$ cat src/rtl/voice_allocator.sv
// rtl/voice_allocator.sv - shares NVOICES oscillator voices among note-on/note-off requests
module voice_allocator #(
  parameter int NVOICES = 4,
  parameter int NOTEW   = 4,
  parameter int AGEW    = 8,
  localparam int VW     = (NVOICES > 1) ? $clog2(NVOICES) : 1
) (
  input  logic                     clk,
  input  logic                     rst,
  input  logic                     sample_clock,
  input  logic                     note_valid,
  output logic                     note_ready,
  input  logic                     note_on,
  input  logic [NOTEW-1:0]         note_num,
  output logic [NVOICES-1:0]       voice_gate,
  output logic [NVOICES*NOTEW-1:0] voice_note,
  output logic                     alloc_valid,
  output logic [VW-1:0]            alloc_voice,
  output logic                     steal
);

  typedef enum logic [1:0] {IDLE, SCAN, COMMIT} state_t;

  localparam logic [AGEW-1:0] AGE_MAX = '1;
  localparam logic [VW-1:0]   LAST    = VW'(NVOICES - 1);

  state_t             state;
  logic [NVOICES-1:0] active;
  logic [NOTEW-1:0]   note_tab [NVOICES];
  logic [AGEW-1:0]    age_tab  [NVOICES];

  logic               req_on;
  logic [NOTEW-1:0]   req_note;
  logic [VW-1:0]      idx;
  logic               hit_found, free_found, old_found;
  logic [VW-1:0]      hit_idx, free_idx, old_idx;
  logic [AGEW-1:0]    old_age;
  logic               commit_write;
  logic [VW-1:0]      commit_voice;
  logic               sc_q;
  logic               sc_edge;

  logic               n_hit_found, n_free_found, n_old_found;
  logic [VW-1:0]      n_hit_idx, n_free_idx, n_old_idx;
  logic [AGEW-1:0]    n_old_age;
  logic               pick_write, pick_steal;
  logic [VW-1:0]      pick_voice;

  assign sc_edge = sample_clock & ~sc_q;

  // Fold voice idx into the running scan results; the first hit keeps the lowest index.
  always_comb begin
    n_hit_found  = hit_found;
    n_hit_idx    = hit_idx;
    n_free_found = free_found;
    n_free_idx   = free_idx;
    n_old_found  = old_found;
    n_old_idx    = old_idx;
    n_old_age    = old_age;
    if (active[idx] && note_tab[idx] == req_note && !hit_found) begin
      n_hit_found = 1'b1;
      n_hit_idx   = idx;
    end
    if (!active[idx] && !free_found) begin
      n_free_found = 1'b1;
      n_free_idx   = idx;
    end
    if (active[idx] && (!old_found || age_tab[idx] > old_age)) begin
      n_old_found = 1'b1;
      n_old_idx   = idx;
      n_old_age   = age_tab[idx];
    end
  end

  always_comb begin
    pick_write = 1'b0;
    pick_steal = 1'b0;
    pick_voice = n_hit_idx;
    if (req_on) begin
      pick_write = 1'b1;
      if (n_hit_found) begin
        pick_voice = n_hit_idx;
      end else if (n_free_found) begin
        pick_voice = n_free_idx;
      end else begin
        pick_voice = n_old_idx;
        pick_steal = 1'b1;
      end
    end else if (n_hit_found) begin
      pick_write = 1'b1;
    end
  end

  always_ff @(posedge clk or posedge rst) begin
    if (rst) begin
      state        <= IDLE;
      note_ready   <= 1'b1;
      active       <= '0;
      for (int v = 0; v < NVOICES; v++) begin
        note_tab[v] <= '0;
        age_tab[v]  <= '0;
      end
      req_on       <= 1'b0;
      req_note     <= '0;
      idx          <= '0;
      hit_found    <= 1'b0;
      free_found   <= 1'b0;
      old_found    <= 1'b0;
      hit_idx      <= '0;
      free_idx     <= '0;
      old_idx      <= '0;
      old_age      <= '0;
      commit_write <= 1'b0;
      commit_voice <= '0;
      sc_q         <= 1'b0;
      voice_gate   <= '0;
      voice_note   <= '0;
      alloc_valid  <= 1'b0;
      alloc_voice  <= '0;
      steal        <= 1'b0;
    end else begin
      sc_q        <= sample_clock;
      alloc_valid <= 1'b0;
      steal       <= 1'b0;

      // Shadow load sees the table as it was before any same-cycle commit.
      if (sc_edge) begin
        for (int v = 0; v < NVOICES; v++) begin
          voice_gate[v]                <= active[v];
          voice_note[v*NOTEW +: NOTEW] <= note_tab[v];
        end
      end

      case (state)
        IDLE: begin
          if (note_valid && note_ready) begin
            req_on     <= note_on;
            req_note   <= note_num;
            idx        <= '0;
            hit_found  <= 1'b0;
            free_found <= 1'b0;
            old_found  <= 1'b0;
            old_age    <= '0;
            note_ready <= 1'b0;
            state      <= SCAN;
          end
        end
        SCAN: begin
          hit_found  <= n_hit_found;
          hit_idx    <= n_hit_idx;
          free_found <= n_free_found;
          free_idx   <= n_free_idx;
          old_found  <= n_old_found;
          old_idx    <= n_old_idx;
          old_age    <= n_old_age;
          if (idx == LAST) begin
            commit_write <= pick_write;
            commit_voice <= pick_voice;
            alloc_valid  <= pick_write;
            if (pick_write) alloc_voice <= pick_voice;
            steal        <= pick_steal;
            state        <= COMMIT;
          end else begin
            idx <= idx + 1'b1;
          end
        end
        COMMIT: begin
          if (commit_write) begin
            for (int v = 0; v < NVOICES; v++) begin
              if (VW'(v) == commit_voice) begin
                active[v]  <= req_on;
                age_tab[v] <= '0;
                if (req_on) note_tab[v] <= req_note;
              end else if (req_on && active[v] && age_tab[v] != AGE_MAX) begin
                age_tab[v] <= age_tab[v] + 1'b1;
              end
            end
          end
          note_ready <= 1'b1;
          state      <= IDLE;
        end
        default: state <= IDLE;
      endcase
    end
  end

endmodule

$ cat config.mk
export PLATFORM = sky130hd
export DESIGN_NAME = voice_allocator
export DESIGN_NICKNAME = d
export VERILOG_FILES = /design/src/rtl/voice_allocator.sv
export SDC_FILE = /design/constraint.sdc
export NUM_CORES = 1
export LEC_CHECK = 0
export CELL_PAD_IN_SITES_DETAIL_PLACEMENT = 2
export CELL_PAD_IN_SITES_GLOBAL_PLACEMENT = 2
export CORE_MARGIN = 2
export CORE_UTILIZATION = 40
export DETAILED_ROUTE_END_ITERATION = 8
export PLACE_DENSITY = 0.87
export SLEW_MARGIN = 0
export SYNTH_ARGS = -nofsm -noshare
export SYNTH_HDL_FRONTEND = slang
export SYNTH_SLANG_ARGS = --single-unit
$ cat constraint.sdc
create_clock -name clk -period 4.6 [get_ports clk]
set_input_delay 0.46 -clock clk [delete_from_list [all_inputs] [get_ports clk]]
set_output_delay 0.46 -clock clk [all_outputs]
set_load 0.05 [all_outputs]
==> results.md, run 1 <==
- Outcome: complete, no violations
- Vias in the first global route: 4454
- Worst Path Arrival: 3.93 ns
- Ys async rst share: 100%
- P_leak: 2.79 nW
- Most frequent cells in the layout: dfrtp_1, nand2_1, mux2_2
- Crit-path max FO: 19
- Clk Latency, worst-skew pair: 0.37 ns
- Syn_area_per_cell: 11.4 µm²
- Syn. warnings: 0
- Die area: 13900 µm²
- Maximum VDD drop: 0.000239 V
- Worst-Margin Slew: 1.07 ns
- Final WS setup: 0.948 ns
- Clock Pin Slew Worst Setup and Hold Paths: 0.08 ns
- Final wirelength: 16800 µm
- Filler cell count: 1286
- Rel. slew slack: 28.6%
- Clk buf depth: 2
- Type of the most critical hold path: input port to async pin
- Die X: 118 µm
- TritonCTS buffer count: 9
- Initial antenna violation count: 0
- Top post-synthesis cells by area: dfrtp_1, mux2_2, mux4_2
- Ys flop type: dfrtp_1
- TNS Setup: 0 ns
- Inserted Diodes: 0
- CTS root buf: clkbuf_16
- Synth top area share: 51.1%
- Max_cap viols: 0
- Post-synthesis cell count: 456
- Setup Crit Path Kind: register to register
- Drt via density: 5.65
- Unrepaired setup endpoints after global routing: no
- Via count: 3787
- Row Count: 41
- Clock skew: 0.0100 ns
- Sequential area share after synthesis: 51.7%
- Die H: 118 µm
- Max Freq: 274 MHz
- Mapped Nets: 478
- Average wire per cell in the routed design: 25.1 µm
- Hold Vio Cnt, Final: 0
- Dpl ws: 1.16 ns
- GRT Total Usage: 26.2%
- Layout cell share with drive strength beyond 1: 17.7%
- Synthesis-to-layout area growth: 15.8%
- Final setup fails: 0
- DRC viols: 0
- Ports: 34
- Nature of the critical path startpoint: register
- CORE AREA: 12600 µm²
- TritonCTS clock tree: built
- CP endpoint kind: register
- Final net count: 515
- Gates resized, CTS repair: 0
- Setup bufs post-CTS: 0
- Library cells used by synthesis: 44
- Slew Limit Fails: 0
- Pwr Density: 474 nW/µm²
- Routed Antenna Nets: 0
- DRT iter0 DRCs: 195
- Grt total ovfl: 0
- Required time of the critical path: 4.88 ns
- DP HPWL: 11000 µm
- Period utilization: 79.4%
- CTS Hold Bufs: 0
- Min cycle time layout: 3.65 ns
- TritonRoute pass-1 iters: 4
- Sink Count: 107
- Initial Utilization: 41.1%
- EDFF count, synth: 0
- Final Wtd Congestion: 0.816
- First-pass GRT wire length: 27200 µm
- Leading cell type in the layout, fill and taps excluded: dfrtp_1
- Biggest area consumer among synthesized cells: dfrtp_1
- Count of input and output buffers: 33
- # H-tree levels: 3
- Largest net degree at the start of global routing: 42
- Register bit total from synthesis: 107
- Synth Cell Area: 5190 µm²
kinds of logic after synthesis:
kind of cell | count (synthesis) | share of synthesized area, %
buffers and inverters | 36 | 2.89
xor gates and xnor gates | 28 | 4.73
adders and majority gates | 13 | 3.14
and+or+nand+nor | 147 | 13.3
AOI/OAI and AO/OA | 51 | 6.32
DFF | 107 | 51.7
muxes | 74 | 18.0
per-stage QoR:
| step | total power [mW] | hold WS (ns) | area [µm²] | utilization [%] | std cells |
|---|---|---|---|---|---|
| floorplan | 1.79 | 0.465 | 5190 | - | 456 |
| global route | 2.99 | 0.526 | 6000 | 47.6 | 670 |
| finish | 2.84 | 0.479 | 6000 | 47.6 | 670 |
| detailed placement | 2.06 | 0.496 | 5720 | 45.3 | 654 |
| CTS | 2.86 | 0.488 | 6000 | 47.6 | 670 |
| global placement | 1.97 | 0.469 | 5720 | 45.3 | 654 |
path summary, 6_finish.rpt:
kind	depth (start not counted)	from	slack, ns	to
setup / recovery	8	idx[1]	0.95	old_age[2]
hold / removal	2	rst	0.48	age_tab[20]
setup reg to reg	8	idx[1]	0.95	old_age[2]
hold reg to reg	1	voice_note[14]	0.51	voice_note[14]
max in group asynchronous	3	rst	3.16	hit_idx[1]
min in group clk	1	voice_note[14]	0.51	voice_note[14]
flip-flops by register name, indices dropped and copies added, names as in the netlist, 2 cells and up:
name	cells
active	4
age_tab	32
alloc_voice	2
commit_voice	2
free_idx	2
hit_idx	2
idx	2
note_tab	16
old_age	8
old_idx	2
req_note	4
state	2
voice_gate	4
voice_note	16
area by class of cell:
class / count / area, µm² / share of cell area, %
flip-flops and latches: 107 / 2680 / 44.6
repair buffers: 39 / 375 / 6.25
clock buffers: 9 / 225 / 3.75
multi-input cells: 313 / 2360 / 39.4
clock inverters: 7 / 57.6 / 0.959
well taps: 172 / 215 / 3.58
inverters: 23 / 88.8 / 1.48
Yosys cell counts (4+ instances only):
cell and instances:
ha_1 13, nor2_1 44, nor2b_1 4, clkbuf_1 8, mux2i_1 15, and4_1 4
dfrtp_1 106, and3_1 4, nor3_1 6, nand3_1 8, inv_1 23, nand2_1 53
nand2b_1 10, a31oi_1 5, xor2_1 22, a21oi_1 9, mux4_2 9, xnor2_1 6
o21ai_0 21, mux2_2 47
critical path, cell delays in order (launching register included):
cell and delay [ns]:
dfrtp_1 0.91, mux4_2 0.45, ha_1 0.37, nand4_1 0.15
o21a_1 0.24, nor3_1 0.48, nor2_1 0.25, nor2_2 0.45
mux2i_1 0.26
report_power, final:
group / internal [mW] / total, mW / switching (mW)
clock network: 0.377 / 0.763 / 0.386
logic: 0.316 / 0.773 / 0.457
registers: 1.09 / 1.31 / 0.221
metal layers:
layer,global-route usage [%],part of all wire (%)
met5,0,0
met1,30.8,40
met2,45.0,52
met4,12.9,4.0
met3,6.06,4.7
Note: power is estimated with default switching activity, not from simulation.
==> inputs of run 2 (changes only) <==
==> constraint.sdc (replaced) <==
create_clock -name clk -period 3.5 [get_ports clk]
set_input_delay 0.35 -clock clk [delete_from_list [all_inputs] [get_ports clk]]
set_output_delay 0.35 -clock clk [all_outputs]
set_load 0.05 [all_outputs]
==> run 2 against run 1 <==
  * Count of clock-buffer cells in the layout stayed put
  * Core utilization rose by 0.35 points
  * Hold slack lost 0.024 ns
  * Sequential power rose by 29%
  * Via count shrank 3.2%
  * Combinational power grew 31%
  * Clock power up 32%
  * Largest cell class unchanged
==> results.md, run 2 (synthesized netlist as in run 1, its figures left out) <==
- Slowest CP cell: mux4_2
- CP endpoint kind: register
- P_leak: 2.81 nW (+0.82%)
- Design Power: 3.71 mW (+31%)
- Max_cap viols: 0 (unchanged)
- Largest registers: age_tab: 32 flops, note_tab: 16 flops, voice_note: 16 flops
- CTS root buf: clkbuf_16
- Leading cell type in the layout, fill and taps excluded: dfrtp_1
- Average wire per cell in the routed design: 22.5 µm (-11%)
- Crit-path max FO: 9 (-10)
- TritonRoute pass-1 iters: 4 (unchanged)
- Hold Worst Slack: 0.454 ns (-0.0244 ns)
- Final net count: 517 (+0.39%)
- Die area: 13900 µm² (unchanged)
- Final Wtd Congestion: 0.818 (+0.25%)
- Worst-Margin Slew: 1.05 ns (-0.0165 ns)
- Inserted Diodes: 0 (unchanged)
- Nature of the critical path startpoint: register
- Register area: 2680 µm² (about the same)
- DRC viols: 0 (unchanged)
- Type of the most critical hold path: input port to register
- Vias in the first global route: 4304 (-3.4%)
- Pwr Density: 614 nW/µm² (+30%)
- TritonCTS buffer count: 9 (unchanged)
- Layout cell share with drive strength beyond 1: 18.2% (+0.53 points)
- Worst Path Arrival: 3.46 ns (-0.47 ns)
- Critical Path Max Stage Delay: 0.57 ns (-0.34 ns)
- Critical path buffer and inverter count: 0 (unchanged)
- CP top delay family: simple AND/OR/NAND/NOR gates
- CORE AREA: 12600 µm² (unchanged)
- Top reg by flops: age_tab
- Die X: 118 µm (unchanged)
- Clk Latency, worst-skew pair: 0.37 ns (about the same)
- Final setup fails: 0 (unchanged)
- TNS Setup: 0 ns (unchanged)
- Max Freq: 314 MHz (+15%)
- Number of flip-flops in the largest register: 32 (unchanged)
- Via count: 3665 (-3.2%)
- Clock skew: 0.0135 ns (+0.00345 ns)
- TritonCTS clock tree: built
- Filler cell count: 1279 (-0.54%)
- Count of input and output buffers: 33 (unchanged)
- DP HPWL: 10500 µm (-4.7%)
- CTS Hold Bufs: 0 (unchanged)
- Outcome: complete, no violations
- # H-tree levels: 3 (unchanged)
- Die H: 118 µm (unchanged)
- Rel. slew slack: 29.7% (+1.1 points)
- Maximum VDD drop: 0.000316 V (+32%)
- Clk buf depth: 2 (unchanged)
- Hold Vio Cnt, Final: 0 (unchanged)
- Routed Antenna Nets: 0 (unchanged)
- Multi-input logic area: 2370 µm² (+0.21%)
- Initial Utilization: 41.1% (unchanged)
- Clock Pin Slew Worst Setup and Hold Paths: 0.07 ns (about the same)
- Initial antenna violation count: 1 (+1)
- GRT Total Usage: 23.6% (-2.6 points)
- Grt total ovfl: 0 (unchanged)
- Final wirelength: 15100 µm (-10%)
- Largest net degree at the start of global routing: 68 (+62%)
- Required time of the critical path: 3.77 ns (-1.11 ns)
- Period utilization: 91.0% (+12 points)
- Min cycle time layout: 3.19 ns (-0.466 ns)
- Sink Count: 107 (unchanged)
- Most frequent cells in the layout: dfrtp_1, nand2_1, mux2_2
- Setup bufs post-CTS: 0 (unchanged)
- Setup Crit Path Kind: register to register
- Synthesis-to-layout area growth: 16.6%
- Unrepaired setup endpoints after global routing: no
- First-pass GRT wire length: 25100 µm (-7.7%)
- Row Count: 41 (unchanged)
- Slew Limit Fails: 0 (unchanged)
- Critical path, cell by cell: mux4_2 -> ha_1 -> nor2b_1 -> o211ai_1 -> a21oi_1 -> nor3_1 -> nor2_1 -> nor2_4 -> mux2i_1
- Drt via density: 5.45 (-3.5%)
- Ports: 34 (unchanged)
- DRT iter0 DRCs: 123 (-37%)
==> run 2: cell count changes in the layout (fill, tap and decap cells not counted), sizes merged <==
| cell | change |
|---|---|
| clkinvlp | -1 |
| inv | +1 |
| buf | +2 |
==> run 2: per-stage QoR <==
step | worst slack (ns) | instances | cell area [µm²] | utilization (%)
after floorplan | 0.156 | 456 | 5190 | -
after global placement | 0.328 | 656 | 5750 | 45.6
after detailed placement | 0.0524 | 656 | 5750 | 45.6
after CTS | 0.150 | 672 | 6040 | 47.9
after global routing | 0.0186 | 672 | 6050 | 47.9
final | 0.314 | 672 | 6050 | 47.9
==> run 2: report_power, final <==
| group | switching [mW] | internal, mW | total [mW] |
|---|---|---|---|
| clock | 0.506 | 0.503 | 1.01 |
| combinational | 0.596 | 0.417 | 1.01 |
| sequential | 0.259 | 1.43 | 1.69 |
| total | 1.36 | 2.35 | 3.71 |
==> run 2: cell type report <==
type	count	area share, %
Sequential cell	107	44.3
Multi-Input combinational cell	313	39.2
Timing Repair Buffer	41	6.66
Clock buffer	9	3.72
Tap cell	172	3.56
Inverter	23	1.47
Clock inverter	7	1.12
==> run 2: per-layer routing <==
metal	vias to the layer above	wire length (µm)	track usage (%)
li1	1654	-	-
met1	1938	6420	29.1
met2	52	7990	41.9
met3	21	373	3.92
met4	0	304	8.06
met5	-	0	0
==> run 2: worst paths after layout <==
| kind | startpoint | end | slack, ns | cells past startpoint |
|---|---|---|---|---|
| hold reg to reg | voice_note[15] | voice_note[15] | 0.51 | 1 |
| max in group asynchronous | rst | note_ready | 2.18 | 3 |
| setup reg to reg | idx[0] | old_age[0] | 0.31 | 9 |
| min in group asynchronous | rst | age_tab[9] | 0.53 | 2 |
| setup / recovery | idx[0] | old_age[0] | 0.31 | 9 |
| hold / removal | sample_clock | sc_q | 0.45 | 1 |
==> run 2: what timing repair did <==
item                                    CTS  global route
pin swaps                                 0             0
endpoints found under the setup margin    1             7
resized for setup                         1             1
==> run 2: worst reg2reg max path, stage by stage, from the launching register on <==
cell	delay [ns]
dfrtp_2	0.53
mux4_2	0.57
ha_1	0.32
nor2b_1	0.14
o211ai_1	0.19
a21oi_1	0.11
nor3_1	0.40
nor2_1	0.25
nor2_4	0.31
mux2i_1	0.27
==> inputs of run 3 (changes only) <==
--- a/config.mk
+++ b/config.mk
@@ -15,3 +15,4 @@
 export SYNTH_ARGS = -nofsm -noshare
 export SYNTH_HDL_FRONTEND = slang
 export SYNTH_SLANG_ARGS = --single-unit
+export TNS_END_PERCENT = 1
==> results of run 3 <==
The final DEF is identical to that of run 2; final timing and power are the same.
